### config.mk
export PLATFORM = sky130hd
export DESIGN_NAME = pwm_multi_channel
export DESIGN_NICKNAME = d
export VERILOG_FILES = /design/src/rtl/pwm_multi_channel.sv
export SDC_FILE = /design/constraint.sdc
export NUM_CORES = 1
export LEC_CHECK = 0
export ABC_CLOCK_PERIOD_IN_PS = 2500
export CORE_MARGIN = 2
export CORE_UTILIZATION = 55
export CTS_CLUSTER_DIAMETER = 200
export DETAILED_ROUTE_END_ITERATION = 16
export PLACE_DENSITY = 0.75
export SLEW_MARGIN = 5
export SYNTH_ARGS = -nofsm -noshare
export SYNTH_HDL_FRONTEND = slang
export SYNTH_SLANG_ARGS = --single-unit
### constraint.sdc
create_clock -name clk -period 2.5 [get_ports clk]
set_input_delay 0.5 -clock clk [delete_from_list [all_inputs] [get_ports clk]]
set_output_delay 0.5 -clock clk [all_outputs]
set_load 0.005 [all_outputs]
### src/rtl/pwm_multi_channel.sv
// pwm_multi_channel: CH PWM outputs driven from one shared period counter.
// Each channel's duty is stepped by its own pair of debounced push-buttons.
// Duty changes are shadowed in duty_next and copied to duty_act only at the
// period boundary, so an output period never changes shape partway through.
// Optional feature macro: PWM_PHASE_STAGGER_EN. When it is defined, channel i
// is shifted by i*(PERIOD/CH) counts to spread its rising edges over the
// period. When it is undefined, all channels are edge-aligned.
module pwm_multi_channel #(
  parameter int CH        = 4,
  parameter int CW        = 8,
  parameter int PERIOD    = 200,
  parameter int STEP      = 20,
  parameter int DUTY_INIT = PERIOD / 2,
  parameter int DEB_DIV   = 250000
) (
  input  logic          clk,
  input  logic          rst_n,
  input  logic          ena,
  input  logic [CH-1:0] inc,
  input  logic [CH-1:0] dec,
  output logic [CH-1:0] pwm,
  output logic          wrap
);

  localparam int            PW        = (DEB_DIV > 1) ? $clog2(DEB_DIV) : 1;
  localparam logic [PW-1:0] PRE_LAST  = PW'(DEB_DIV - 1);
  localparam logic [CW-1:0] CNT_LAST  = CW'(PERIOD - 1);
  localparam logic [CW-1:0] PERIOD_C  = CW'(PERIOD);
  localparam logic [CW:0]   PERIOD_W  = (CW+1)'(PERIOD);
  localparam logic [CW-1:0] STEP_C    = CW'(STEP);
  localparam logic [CW:0]   STEP_W    = (CW+1)'(STEP);
  localparam logic [CW-1:0] DUTY_RST  = CW'(DUTY_INIT);

  logic [PW-1:0] pre;
  logic          tick;
  logic [CH-1:0] inc_meta, inc_sync, dec_meta, dec_sync;
  logic [CH-1:0] inc_s1, inc_s2, dec_s1, dec_s2;
  logic [CH-1:0] inc_press, dec_press;
  logic [CW-1:0] cnt;
  logic          wrap_now;

  assign tick     = (pre == PRE_LAST);
  assign wrap_now = ena && (cnt == CNT_LAST);

  // A press is the single tick on which the debounced level first reads high.
  assign inc_press = inc_s1 & ~inc_s2 & {CH{tick}};
  assign dec_press = dec_s1 & ~dec_s2 & {CH{tick}};

  // Debounce sample-rate prescaler, free running, wraps at DEB_DIV-1.
  always_ff @(posedge clk or negedge rst_n) begin
    if (!rst_n) begin
      pre <= '0;
    end else if (tick) begin
      pre <= '0;
    end else begin
      pre <= pre + 1'b1;
    end
  end

  // Two-FF synchronisers for the raw buttons, followed by slow debounce samples.
  always_ff @(posedge clk or negedge rst_n) begin
    if (!rst_n) begin
      inc_meta <= '0;
      inc_sync <= '0;
      dec_meta <= '0;
      dec_sync <= '0;
      inc_s1   <= '0;
      inc_s2   <= '0;
      dec_s1   <= '0;
      dec_s2   <= '0;
    end else begin
      inc_meta <= inc;
      inc_sync <= inc_meta;
      dec_meta <= dec;
      dec_sync <= dec_meta;
      if (tick) begin
        inc_s1 <= inc_sync;
        inc_s2 <= inc_s1;
        dec_s1 <= dec_sync;
        dec_s2 <= dec_s1;
      end
    end
  end

  // Shared period counter plus the registered wrap pulse. The counter is parked at 0 while disabled.
  always_ff @(posedge clk or negedge rst_n) begin
    if (!rst_n) begin
      cnt  <= '0;
      wrap <= 1'b0;
    end else begin
      wrap <= wrap_now;
      if (!ena || wrap_now) begin
        cnt <= '0;
      end else begin
        cnt <= cnt + 1'b1;
      end
    end
  end

  for (genvar gi = 0; gi < CH; gi++) begin : g_ch
    logic [CW-1:0] duty_next;
    logic [CW-1:0] duty_act;
    logic [CW:0]   up_sum;
    logic [CW-1:0] up_val;
    logic [CW-1:0] dn_val;
    logic [CW:0]   phase;
    logic          pwm_q;

    // The wider sum cannot overflow, so the saturation test is exact.
    assign up_sum = {1'b0, duty_next} + STEP_W;
    assign up_val = (up_sum > PERIOD_W) ? PERIOD_C : up_sum[CW-1:0];
    assign dn_val = (duty_next < STEP_C) ? '0 : (duty_next - STEP_C);

`ifdef PWM_PHASE_STAGGER_EN
    // The offset is always below PERIOD, so a single conditional subtract completes the modulo.
    localparam int          OFFS   = gi * (PERIOD / CH);
    localparam logic [CW:0] OFFS_W = (CW+1)'(OFFS);
    logic [CW:0] phase_sum;
    assign phase_sum = {1'b0, cnt} + OFFS_W;
    assign phase     = (phase_sum >= PERIOD_W) ? (phase_sum - PERIOD_W) : phase_sum;
`else
    assign phase = {1'b0, cnt};
`endif

    // Pending duty: step on a single press, hold when both buttons are pressed in the same cycle.
    always_ff @(posedge clk or negedge rst_n) begin
      if (!rst_n) begin
        duty_next <= DUTY_RST;
      end else if (inc_press[gi] && !dec_press[gi]) begin
        duty_next <= up_val;
      end else if (dec_press[gi] && !inc_press[gi]) begin
        duty_next <= dn_val;
      end
    end

    // Active duty follows the shadow only at a period boundary, or continuously while disabled.
    always_ff @(posedge clk or negedge rst_n) begin
      if (!rst_n) begin
        duty_act <= DUTY_RST;
      end else if (!ena || wrap_now) begin
        duty_act <= duty_next;
      end
    end

    // Registered compare output. Duty 0 never matches, and duty PERIOD always matches.
    always_ff @(posedge clk or negedge rst_n) begin
      if (!rst_n) begin
        pwm_q <= 1'b0;
      end else begin
        pwm_q <= ena && (phase < {1'b0, duty_act});
      end
    end

    assign pwm[gi] = pwm_q;
  end

endmodule

## Word level (Yosys, flattened, before mapping)

Cells that the tools add are included.

| word-level totals | value |
|---|---|
| flip-flop bits (word level) | 127 |
| bits of input ports | 11 |
| output and inout port bits | 5 |
| logic and storage cells | 98 |

| operators by class | value |
|---|---|
| $add $sub $neg | 10 |
| magnitude comparators | 12 |
| eq/ne operators | 2 |
| mux-type cells | 18 |
| bitwise operators | 6 |
| reduce and logical (&&, ||, !) cells | 27 |

Operator list:

| cell | number |
|---|---|
| 8-bit two-way mux | 17 |
| 8-bit by 5-bit adder with 9-bit output, second input constant | 4 |
| 9-bit by 8-bit greater-than comparator with 1-bit output, second input constant | 4 |
| 8-bit by 5-bit less-than comparator with 1-bit output, second input constant | 4 |
| 8-bit less-than comparator | 4 |
| 8-bit by 5-bit subtractor with 8-bit output, second input constant | 4 |
| 18-bit by 1-bit adder with 18-bit output, second input constant | 1 |
| 18-bit equality test, second input constant | 1 |
| 18-bit two-way mux | 1 |
| 4-bit AND | 4 |
| 1-bit logical AND | 13 |
| 1-bit logical NOT | 9 |
| 8-bit by 1-bit adder with 8-bit output, second input constant | 1 |
| 8-bit equality test, second input constant | 1 |
| 4-bit NOT | 2 |
| 2-bit nonzero test | 4 |
| 1-bit logical OR | 1 |

## Longest topological paths before layout

| depth | value |
|---|---|
| word-level depth | 7 |
| gate-level depth with buffers | 9 |
| gate-level depth less buffers | 9 |

## Least setup slack after synthesis

No wires, ideal clock.

| timing | value |
|---|---|
| kind | flip-flop to flip-flop |
| start point | register pre[0] |
| end point | register g_ch[0].duty_next[3] |
| setup time | 0.142 ns |
| arrival time | 2.404 ns |
| data required time | 2.358 ns |
| setup slack | -0.046 ns |
| stages on the path, launching flop included | 10 |
| buffers on the path | 1 |
| clock period less this slack | 2.546 ns |
| cell sequence | dfrtp_1 > ha_1 > nand3_2 > or4_4 > nor3b_1 > ha_1 > clkbuf_1 > a21oi_1 > a211oi_1 > a221oi_1 |

| between the ends | value |
|---|---|
| longest elaborated chain between the ends | 5 |
| elaborated cells between the ends (all ways) | 9 |
| classes of those cells | 1 x eq/ne; 1 x mux; 2 x bitwise; 5 x reduce/logical |

RTL lines:

| item | RTL line | text |
|---|---|---|
| start, declared | 34 | `logic [PW-1:0] pre;` |
| start signal, assigned | 56 | `pre <= pre + 1'b1;` |
| 18-bit equality test (*) | 42 | `assign tick = (pre == PRE_LAST);` |
| 4-bit AND, on equally long branches | 47, 46 |  |
| 1-bit logical NOT, on equally long branches | 129, 131 |  |
| 1-bit logical AND, on equally long branches | 129, 131 |  |
| 8-bit two-way mux or 2-bit nonzero test (tied branches) | -- |  |
| end signal, assigned | 130 | `duty_next <= up_val;` |
| end signal, assigned | 132 | `duty_next <= dn_val;` |
| end, declared | 101 | `logic [CW-1:0] duty_next;` |

Every way passes the cells marked *; elsewhere a longest branch is shown, timed or not.
A chain may end at the register's enable or synchronous reset.

## Worst setup path in the final report

| timing | value |
|---|---|
| start point | register pre[6] |
| end point | register g_ch[2].duty_next[5] |

| between the ends | value |
|---|---|
| longest elaborated chain between the ends | 5 |
| elaborated cells between the ends (all ways) | 9 |
| classes of those cells | 1 x eq/ne; 1 x mux; 2 x bitwise; 5 x reduce/logical |

RTL lines:

| item | RTL line |
|---|---|
| 18-bit equality test (*) | 42 |
| 4-bit AND, on equally long branches | 47, 46 |
| 1-bit logical NOT, on equally long branches | 129, 131 |
| 1-bit logical AND, on equally long branches | 129, 131 |
| 8-bit two-way mux or 2-bit nonzero test (tied branches) | -- |
| end signal, assigned | 130 |
| end signal, assigned | 132 |
| end, declared | 101 |

Marks and branches as above.

==> metrics.txt <==
worst path required time around 2800 ps; CTS tree built; Critical Path Sink Type register; chip height about 110 µm; IO buf count 15; Post-synth EDFFs 0; routed via count 5,032; pin count of the biggest net entering global routing 52; CTS sink cnt between 100 and 150; post-synthesis adder-cell area fraction between 8 and 9%; Max rail drop VDD 0.4646 mV; Layout Skew between 6 and 7 ps; CTS H-tree lvls 3; Cell Pwr Density 442.6 mW/mm²; R2R cell count 8; Remaining Overflow, GRT 0; R2R Path End g_ch[2].duty_next[5]; Setup WS post-layout -157.1 ps; vias in the first global route slightly below 5,000; Seq cells post-synth 111; hold crit path type input pin to async pin; Compound-Gate Fraction of Synth Area between 10% and 20%; first-pass detailed-route iteration total 5; Nets 732; Yosys cell types 54; Leak 3.301 nW; Routability Congestion slightly below 0.9; I/O pin cnt 16; max-cap viol count 0; fin crit share 106.3%; Worst EP arrival between 2000 and 3000 ps; count of warnings emitted by yosys 0; worst-path maximum fanout 6; first-pass GRT wire length about 23,000 µm; register area share after synthesis 43.35%; main combinational cell family by area after synthesis simple AND/OR/NAND/NOR gates; failing checks setup timing; Worst-path clk slew approximately 80 ps; final instance count without filler cells 827; Setup crit start kind register; Starting DRT DRC Count between 300 and 400; Post-Syn Instances roughly 630; Placed Cells about 790; post-place setup slack -173.4 ps; Final Hold Viols 0; CP endpoint g_ch[2].duty_next[5]; synthesized cell area 0.006476 mm²; post-synthesis mux area share 8.076%; setup violators final 20; post-synth top area cell dfrtp_1; fin crit period between 2000 and 3000 ps; max frequency between 300 and 400 MHz; CP startpoint pre[6]; TritonCTS Buffers 9; initial antenna violation count 0; status complete, but fails checks; Hold Buf Count CTS 0; Worst Tran Pin Value ~900 ps; r2r setup slk -160 ps; Post-synth ARST share 100.0%; average cell area after synthesis ~10 µm²; pins over their slew limit 0; Synth Area in Simple Gates around 17%; DR WL/cell around 17 µm; RSZ-0062 raised after global routing yes; top-area cell type share of the netlist area roughly a third; die area roughly 0.013 mm²; synthesized net count 679; Synth Flop Type dfrtp_1; WS Path Type register to register; Tot GR Track Use around 22%; sum of net half-perimeters after detailed placement 9042 µm; worst flop-to-flop path startpoint pre[6]; Rows 39; final hold slack 104.0 ps; clk_lat worst skew between 300 and 400 ps; diode count 0; Vias/cell around 6.1; top cells by area, synth dfrtp_1 (34%), dfstp_2 (9.7%), ha_1 (8.1%); Die Wd ~110 µm; area grow syn2layout 21.02%; Initial Util 56.48%; layout cell share with drive strength beyond 1 approximately 28%; Root Buffer clkbuf_16; Slew HR between 40% and 50%; Layout Utilization 68.35%; Routed Antenna Nets 0; DRC 0; Core ar. about 0.011 mm²; CTS Buffer Depth 2; total power approximately 0.0035 W; Routed WL between 10,000 and 15,000 µm; xor and xnor area share after synthesis slightly above 3%
==> registers in the layout, summed over array words and instances, names as in the netlist <==
name	cells
cnt	8
dec_meta	4
dec_s1	4
dec_s2	4
dec_sync	4
g_ch.duty_act	24
g_ch.duty_next	24
g_ch.pwm_q	4
inc_meta	4
inc_s1	4
inc_s2	4
inc_sync	4
pre	18
wrap	1
==> critical path, cell delays in order, from the launching register on <==
cell and delay (ps):
dfrtp_1 400, nor4_2 300, nand2_2 90, or4_4 640
nor3b_4 270, ha_4 260, buf_4 150, nor4_2 290
a221o_1 190
==> area by class of cell <==
class	instances	area, µm²
Multi-Input combinational cell	435	3647
Fill cell	790	3630
Sequential cell	111	2808
Timing Repair Buffer	76	706.9
Clock buffer	9	225.2
Tap cell	143	178.9
Inverter	46	172.7
Clock inverter	7	98.84
==> synthesized netlist by cell type (all sizes together) (12+ instances only) <==
cell and number:
clkbuf 13, and2 12, ha 42, nand2b 15
nor2 45, mux2i 17, mux2 28, xor2 12
nor3 17, nand3b 12, nor3b 12, a21oi 19
nor4 13, o21a 12, o31ai 12, dfstp 24
o21ai 31, inv 46, a221o 12, dfrtp 87
buf 21, nand3 25
==> per-stage QoR <==
step	setup TNS [ps]	instance area [µm²]
2_1_floorplan	0	6486
3_3_place_gp	-249.2	6984
3_5_place_dp	-1532	6984
4_1_cts	-457.8	7412
5_1_grt	-3294	7838
6_report	-1579	7838
==> worst min-delay path by stage <==
stage | startpoint | endpoint | slack (ps) | cells after the start
finish | rst_n | g_ch[0].duty_next[7] | 100 | 1
global route | rst_n | g_ch[0].duty_next[7] | 130 | 1
CTS | rst_n | g_ch[2].duty_next[3] | 110 | 1
detailed placement | inc_meta[2] | inc_sync[2] | 330 | 0
global placement | inc_meta[2] | inc_sync[2] | 330 | 0
floorplan | rst_n | cnt[0] | 200 | 0
==> cells in the final DEF, fill, tap and decap left out, types with 6 or more instances in the layout <==
| master | instances |
|---|---|
| nand3b_1 | 12 |
| dfstp_2 | 24 |
| mux2_2 | 16 |
| mux2i_1 | 17 |
| and3_1 | 6 |
| a21oi_1 | 14 |
| nor3_1 | 12 |
| dfrtp_1 | 87 |
| o31ai_1 | 10 |
| nor3b_1 | 6 |
| buf_4 | 42 |
| xnor2_1 | 11 |
| o21a_1 | 12 |
| a221o_1 | 12 |
| buf_6 | 17 |
| clkdlybuf4s50_1 | 14 |
| nand2_1 | 7 |
| nand2b_1 | 15 |
| and2_1 | 9 |
| ha_1 | 38 |
| nor2_1 | 45 |
| o21ai_1 | 11 |
| a31oi_1 | 8 |
| mux2_4 | 10 |
| inv_1 | 46 |
| clkbuf_16 | 9 |
| o21ai_0 | 15 |
| nand3_1 | 23 |
| xor2_1 | 12 |
==> routing by layer <==
layer	vias up	share of wire (%)	GRT usage [%]
met2	150	52	38.51
li1	2386	-	-
met1	2482	43	28.58
met3	14	4.3	5.130
met5	-	0	0
met4	0	1.1	5.528
==> cell families after synthesis <==
group / Yosys count
AO/OA/AOI/OAI: 137
XOR/XNOR: 23
adder cells (fa/ha/maj): 42
buffers and inverters: 80
flip-flops: 111
multiplexers: 45
AND/OR/NAND/NOR: 188
==> where the power goes <==
group / leakage [nW] / internal [W] / switching [W] / total [W]
clock: 0.154 / 0.000809 / 0.000725 / 0.00153
combinational: 1.74 / 0.0000483 / 0.0000653 / 0.000114
sequential: 1.41 / 0.00181 / 0.00000645 / 0.00182
==> timing repair <==
| action | 4_1_cts | 5_1_grt |
|---|---|---|
| pin swaps | 3 | 32 |
| gates resized for setup | 14 | 88 |
| setup buffers | 5 | 13 |
| endpoints found under the setup margin | 21 | 23 |
Power figures use the tool's default switching activity.
